<file path="config.mk">
export PLATFORM = sky130hd
export DESIGN_NAME = uart_rx_frame
export DESIGN_NICKNAME = d
export VERILOG_FILES = /design/src/rtl/uart_rx_frame.sv
export SDC_FILE = /design/constraint.sdc
export NUM_CORES = 1
export LEC_CHECK = 0
export CELL_PAD_IN_SITES_DETAIL_PLACEMENT = 1
export CELL_PAD_IN_SITES_GLOBAL_PLACEMENT = 2
export CORE_UTILIZATION = 39
export CTS_CLUSTER_DIAMETER = 40
export DETAILED_ROUTE_END_ITERATION = 16
export PLACE_DENSITY = 0.89
export RECOVER_POWER = 50
export SLEW_MARGIN = 20
export SYNTH_ARGS = -nofsm -noshare
export SYNTH_HDL_FRONTEND = slang
export SYNTH_SLANG_ARGS = --single-unit
</file>
<file path="constraint.sdc">
create_clock -name clk -period 4.5 [get_ports clk]
set_input_delay 0.45 -clock clk [delete_from_list [all_inputs] [get_ports clk]]
set_output_delay 0.45 -clock clk [all_outputs]
set_load 0.005 [all_outputs]
</file>
<file path="src/rtl/uart_rx_frame.sv">
// uart_rx_frame: 8E1 serial receiver (start, 8 data LSB first, even parity, stop).
// Define UART_RX_MAJORITY_EN for 2-of-3 majority sampling around every bit centre.
module uart_rx_frame #(
  parameter int CLKS_PER_BIT = 5208,
  parameter int HALF_BIT     = CLKS_PER_BIT / 32'sd2
) (
  input  logic       clk,
  input  logic       n_rst,
  input  logic       rx_line,
  output logic [7:0] data,
  output logic       rx_valid,
  output logic       parity_err,
  output logic       frame_err,
  output logic       busy
);

  localparam int CNT_W = (CLKS_PER_BIT > 32'sd2) ? $clog2(CLKS_PER_BIT) : 32'sd2;
  localparam logic [CNT_W-1:0] CNT_ZERO = {CNT_W{1'b0}};
  localparam logic [CNT_W-1:0] CNT_ONE  = CNT_W'(32'd1);
  localparam logic [CNT_W-1:0] LAST_CNT = CNT_W'(CLKS_PER_BIT - 32'sd1);

  typedef enum logic [2:0] {
    ST_IDLE   = 3'd0,
    ST_START  = 3'd1,
    ST_DATA   = 3'd2,
    ST_PARITY = 3'd3,
    ST_STOP   = 3'd4
  } state_t;

  function automatic logic even_par(input logic [7:0] d);
    return ^d;
  endfunction

  state_t           state_r, state_nxt_s;
  logic [CNT_W-1:0] cnt_r, cnt_nxt_s;
  logic [2:0]       bit_idx_r, bit_idx_nxt_s;
  logic [7:0]       shift_r, shift_nxt_s;
  logic             par_r, par_nxt_s;
  logic [7:0]       data_r, data_nxt_s;
  logic             valid_r, valid_nxt_s;
  logic             perr_r, perr_nxt_s;
  logic             ferr_r, ferr_nxt_s;
  logic             busy_r;
  logic             rx_meta_r, rx_sync_r, rx_prev_r;
  logic             tick_s, smp_s;

  // Two-flop synchronizer plus one delayed copy for falling-edge detection
  always_ff @(posedge clk) begin
    if (n_rst) begin
      rx_meta_r <= 1'b1;
      rx_sync_r <= 1'b1;
      rx_prev_r <= 1'b1;
    end else begin
      rx_meta_r <= rx_line;
      rx_sync_r <= rx_meta_r;
      rx_prev_r <= rx_sync_r;
    end
  end

`ifdef UART_RX_MAJORITY_EN
  localparam logic [CNT_W-1:0] HALF_TICK = CNT_W'(HALF_BIT);

  function automatic logic maj3(input logic a, input logic b, input logic c);
    return (a & b) | (a & c) | (b & c);
  endfunction

  logic [1:0] hist_r;
  logic       pend_r;

  // Keeps samples T-1 and T; pend_r marks the cycle after T (counter already wrapped)
  always_ff @(posedge clk) begin
    if (n_rst) begin
      hist_r <= 2'b11;
      pend_r <= 1'b0;
    end else begin
      hist_r <= {hist_r[0], rx_sync_r};
      pend_r <= (state_r inside {ST_DATA, ST_PARITY, ST_STOP}) && (cnt_r == LAST_CNT);
    end
  end

  assign smp_s  = maj3(hist_r[1], hist_r[0], rx_sync_r);
  assign tick_s = (state_r == ST_START) ? (cnt_r == HALF_TICK) : pend_r;
`else
  localparam logic [CNT_W-1:0] HALF_TICK = CNT_W'(HALF_BIT - 32'sd1);

  assign smp_s  = rx_sync_r;
  assign tick_s = (state_r == ST_START) ? (cnt_r == HALF_TICK) : (cnt_r == LAST_CNT);
`endif

  // Next-state, sampling and result computation
  always_comb begin
    state_nxt_s   = state_r;
    cnt_nxt_s     = cnt_r;
    bit_idx_nxt_s = bit_idx_r;
    shift_nxt_s   = shift_r;
    par_nxt_s     = par_r;
    data_nxt_s    = data_r;
    valid_nxt_s   = 1'b0;
    perr_nxt_s    = perr_r;
    ferr_nxt_s    = ferr_r;

    case (state_r)
      ST_IDLE: begin
        bit_idx_nxt_s = 3'd0;
        // A line still low after a bad stop bit has no edge, so it cannot retrigger
        if (rx_prev_r && !rx_sync_r) begin
          state_nxt_s = ST_START;
        end else begin
          state_nxt_s = ST_IDLE;
        end
      end
      ST_START: begin
        if (tick_s) begin
          if (!smp_s) begin
            state_nxt_s = ST_DATA;
          end else begin
            state_nxt_s = ST_IDLE;
          end
        end else begin
          state_nxt_s = ST_START;
        end
      end
      ST_DATA: begin
        if (tick_s) begin
          shift_nxt_s[bit_idx_r] = smp_s;
          bit_idx_nxt_s          = bit_idx_r + 3'd1;
          if (bit_idx_r == 3'd7) begin
            state_nxt_s = ST_PARITY;
          end else begin
            state_nxt_s = ST_DATA;
          end
        end else begin
          state_nxt_s = ST_DATA;
        end
      end
      ST_PARITY: begin
        if (tick_s) begin
          par_nxt_s   = smp_s;
          state_nxt_s = ST_STOP;
        end else begin
          state_nxt_s = ST_PARITY;
        end
      end
      ST_STOP: begin
        if (tick_s) begin
          data_nxt_s  = shift_r;
          perr_nxt_s  = (even_par(shift_r) != par_r);
          ferr_nxt_s  = ~smp_s;
          valid_nxt_s = 1'b1;
          state_nxt_s = ST_IDLE;
        end else begin
          state_nxt_s = ST_STOP;
        end
      end
      default: begin
        state_nxt_s = ST_IDLE;
      end
    endcase

    // Counter restarts on frame entry/exit and at DATA entry, otherwise free-runs per bit
    if (state_r == ST_IDLE || state_nxt_s == ST_IDLE ||
        (state_r == ST_START && state_nxt_s != ST_START)) begin
      cnt_nxt_s = CNT_ZERO;
    end else if (cnt_r == LAST_CNT) begin
      cnt_nxt_s = CNT_ZERO;
    end else begin
      cnt_nxt_s = cnt_r + CNT_ONE;
    end
  end

  // State and output registers
  always_ff @(posedge clk) begin
    if (n_rst) begin
      state_r   <= ST_IDLE;
      cnt_r     <= CNT_ZERO;
      bit_idx_r <= 3'd0;
      shift_r   <= 8'd0;
      par_r     <= 1'b0;
      data_r    <= 8'd0;
      valid_r   <= 1'b0;
      perr_r    <= 1'b0;
      ferr_r    <= 1'b0;
      busy_r    <= 1'b0;
    end else begin
      state_r   <= state_nxt_s;
      cnt_r     <= cnt_nxt_s;
      bit_idx_r <= bit_idx_nxt_s;
      shift_r   <= shift_nxt_s;
      par_r     <= par_nxt_s;
      data_r    <= data_nxt_s;
      valid_r   <= valid_nxt_s;
      perr_r    <= perr_nxt_s;
      ferr_r    <= ferr_nxt_s;
      busy_r    <= (state_nxt_s != ST_IDLE);
    end
  end

  assign data       = data_r;
  assign rx_valid   = valid_r;
  assign parity_err = perr_r;
  assign frame_err  = ferr_r;
  assign busy       = busy_r;

endmodule

</file>
==> impl_metrics.tcl <==
set metrics [dict create \
    dieWidth_um 73.4 \
    postCtsSetupRepairBufs 0 \
    cp.arrival_ps 2930 \
    h-tree-depth 2 \
    final_common_cell "dfxtp_1" \
    grt_antenna_before_repair 0 \
    rr_startpoint "cnt_r[0]" \
    synth_warnings 0 \
    mostFrequentLayoutCells "dfxtp_1 (43), nand2_1 (24), nor2_1 (16)" \
    fin_cells 290 \
    powerDensity_mw_per_mm2 315 \
    cap_violations 0 \
    leakage_nw 0.852 \
    yosys_most_used_dff "dfxtp_1" \
    dp_hpwl_um 2840 \
    syn_to_final_growth_pct 14.0 \
    setup_viol 0 \
    outcome "complete, no violations" \
    cts_tree "done" \
    ff2ff_setup_slack_ps 2190 \
    endpoint_kind "flop" \
    place.gp.congestion 0.708 \
    cts_resized 0 \
    max_freq_mhz 359 \
    vias_per_cell 5.21 \
    antennaDiodeCount 0 \
    routed_wl_um 4150 \
    dieArea_mm2 0.00539 \
    grt_pass1_vias 1508 \
    grt_max_degree 32 \
    vias 1512 \
    synth_seq_cells 43 \
    overflow 0 \
    drtPass1Iterations 3 \
    dpl.cell_count 282 \
    power_uw 715 \
    post-route-util_pct 47.1 \
    port_buffers 14 \
    clockBufferDepth 2 \
    placementRows 25 \
    syn_inst 215 \
    hold_depth 1 \
    dp_slack_ps 2100 \
    hp-class "flop to flop" \
    clock-root-buffer "clkbuf_8" \
    synth-edff-count 0 \
    ys_seq_area_share_pct 43.2 \
    r2r_end "cnt_r[1]" \
    critical_path_class "primary input to flop" \
    stdcell_area_mm2 0.00227 \
    max_slew_margin_pct 15.2 \
    rsz0062_at_grt "no" \
    final.setup.tns_ps 0 \
    ant_nets 0 \
    cts_buffers 5 \
    cts_num_sinks 43 \
    rr_worst_depth 6 \
    fin_worst_skew_ps 5.20 \
    drt_drc_violations_left 0 \
    final_nets 228 \
    drt-initial-drc-count 50 \
    start_util_pct 41.3 \
    worst_slew_pin_slew_ps 1270 \
    startpoint_type "primary input" \
    worstPathMaxFanout 31 \
    period_share_pct 61.9 \
    yosysUniqueCellTypes 42 \
    hold_buffers 0 \
    hp-start "rx_meta_r" \
    netlist_area_mm2 0.00199 \
    syn-num-nets 221 \
    pin_count 15 \
    die_h_um 73.4 \
    post_drt_wl_per_cell_um 14.3 \
    hold_ws_ps 416 \
    irDropWorstVdd_v 0.000202 \
    placed_area_mm2 0.00216 \
    path_clk_slew_ps 80 \
    ys_async_sr_fraction_pct 0 \
    grt_pass1_wl_um 7080 \
    fp.coreArea_mm2 0.00482 \
    maxSlewViolCount 0 \
    worstPathRequired_ps 4640 \
    avgSynthCellArea_um2 9.26 \
    grt_usage_pct 17.2 \
    period_needed_ps 2790 \
    whs_endpoint "rx_sync_r" \
    fin_ws_ps 1710 \
    clk_latency_ps 290 \
    drive_above_1_share_pct 8.52 \
    finalHoldViolCount 0 \
]
[where the power goes]
group          switching, mW  internal [mW]  total (mW)
Sequential           0.00306          0.382       0.385
Combinational         0.0128        0.00536      0.0181
Clock                  0.132          0.180       0.311
Total                  0.148          0.567       0.715
[flip-flops by register name (all words and copies together), names as in the netlist]
register,flops
rx_prev_r,1
busy,1
frame_err,1
rx_valid,1
data,8
rx_meta_r,1
state_r,3
rx_sync_r,1
shift_r,8
cnt_r,13
par_r,1
parity_err,1
bit_idx_r,3
[how the worst max path moves through the flow]
stage,slack (ps),endpoint,from
after floorplan,2450,cnt_r[10],cnt_r[0]
after global placement,2130,cnt_r[2],n_rst
after detailed placement,2100,cnt_r[8],n_rst
after CTS,2130,cnt_r[8],cnt_r[0]
after global routing,1390,cnt_r[7],n_rst
final,1710,cnt_r[8],n_rst
[layer usage]
layer	GRT usage (%)	part of all wire, %	vias to the layer above
met5	0	0	-
met4	5.77	1.5	0
met3	3.98	2.1	6
met2	27.1	46	14
met1	23.1	51	729
li1	-	-	763
[critical path, stage by stage]
cell	delay [ps]
dlygate4sd3_1	520
clkbuf_1	920
nor3_1	90
o211ai_1	170
and3_1	640
nor3_1	130
[cell type report]
type                    instances  area (um2)
multi-input cells             152        1040
well taps                      67        83.8
clock inverters                 2        35.0
fillers                       583        2550
inverters                       4        15.0
clock buffers                   6        82.6
flip-flops and latches         43         861
repair buffers                 16         151
[cell usage after synthesis, drive strengths merged, types with 2 or more instances]
library cell | count | area (um2)
dfxtp | 43 | 861
nand2 | 24 | 90.1
nor2 | 16 | 60.1
a21oi | 14 | 70.1
nand4 | 12 | 75.1
clkbuf | 11 | 42.5
mux2i | 10 | 100
xnor2 | 10 | 87.6
nor3 | 9 | 50.1
nor4 | 7 | 80.1
xor2 | 7 | 61.3
buf | 5 | 43.8
nand4b | 5 | 43.8
nor2b | 5 | 31.3
inv | 4 | 15.0
nand3 | 4 | 20.0
and3 | 3 | 18.8
and4bb | 3 | 37.5
ha | 3 | 37.5
or2 | 3 | 18.8
and2 | 2 | 12.5
[logic make-up after synthesis]
group | share of synthesized area (%)
mux | 5.03
compound gates | 5.72
buf+inv | 5.09
fa+ha+maj | 1.89
simple gates | 30.4
flops | 43.2
xor+xnor | 8.61
Power figures use the tool's default switching activity.
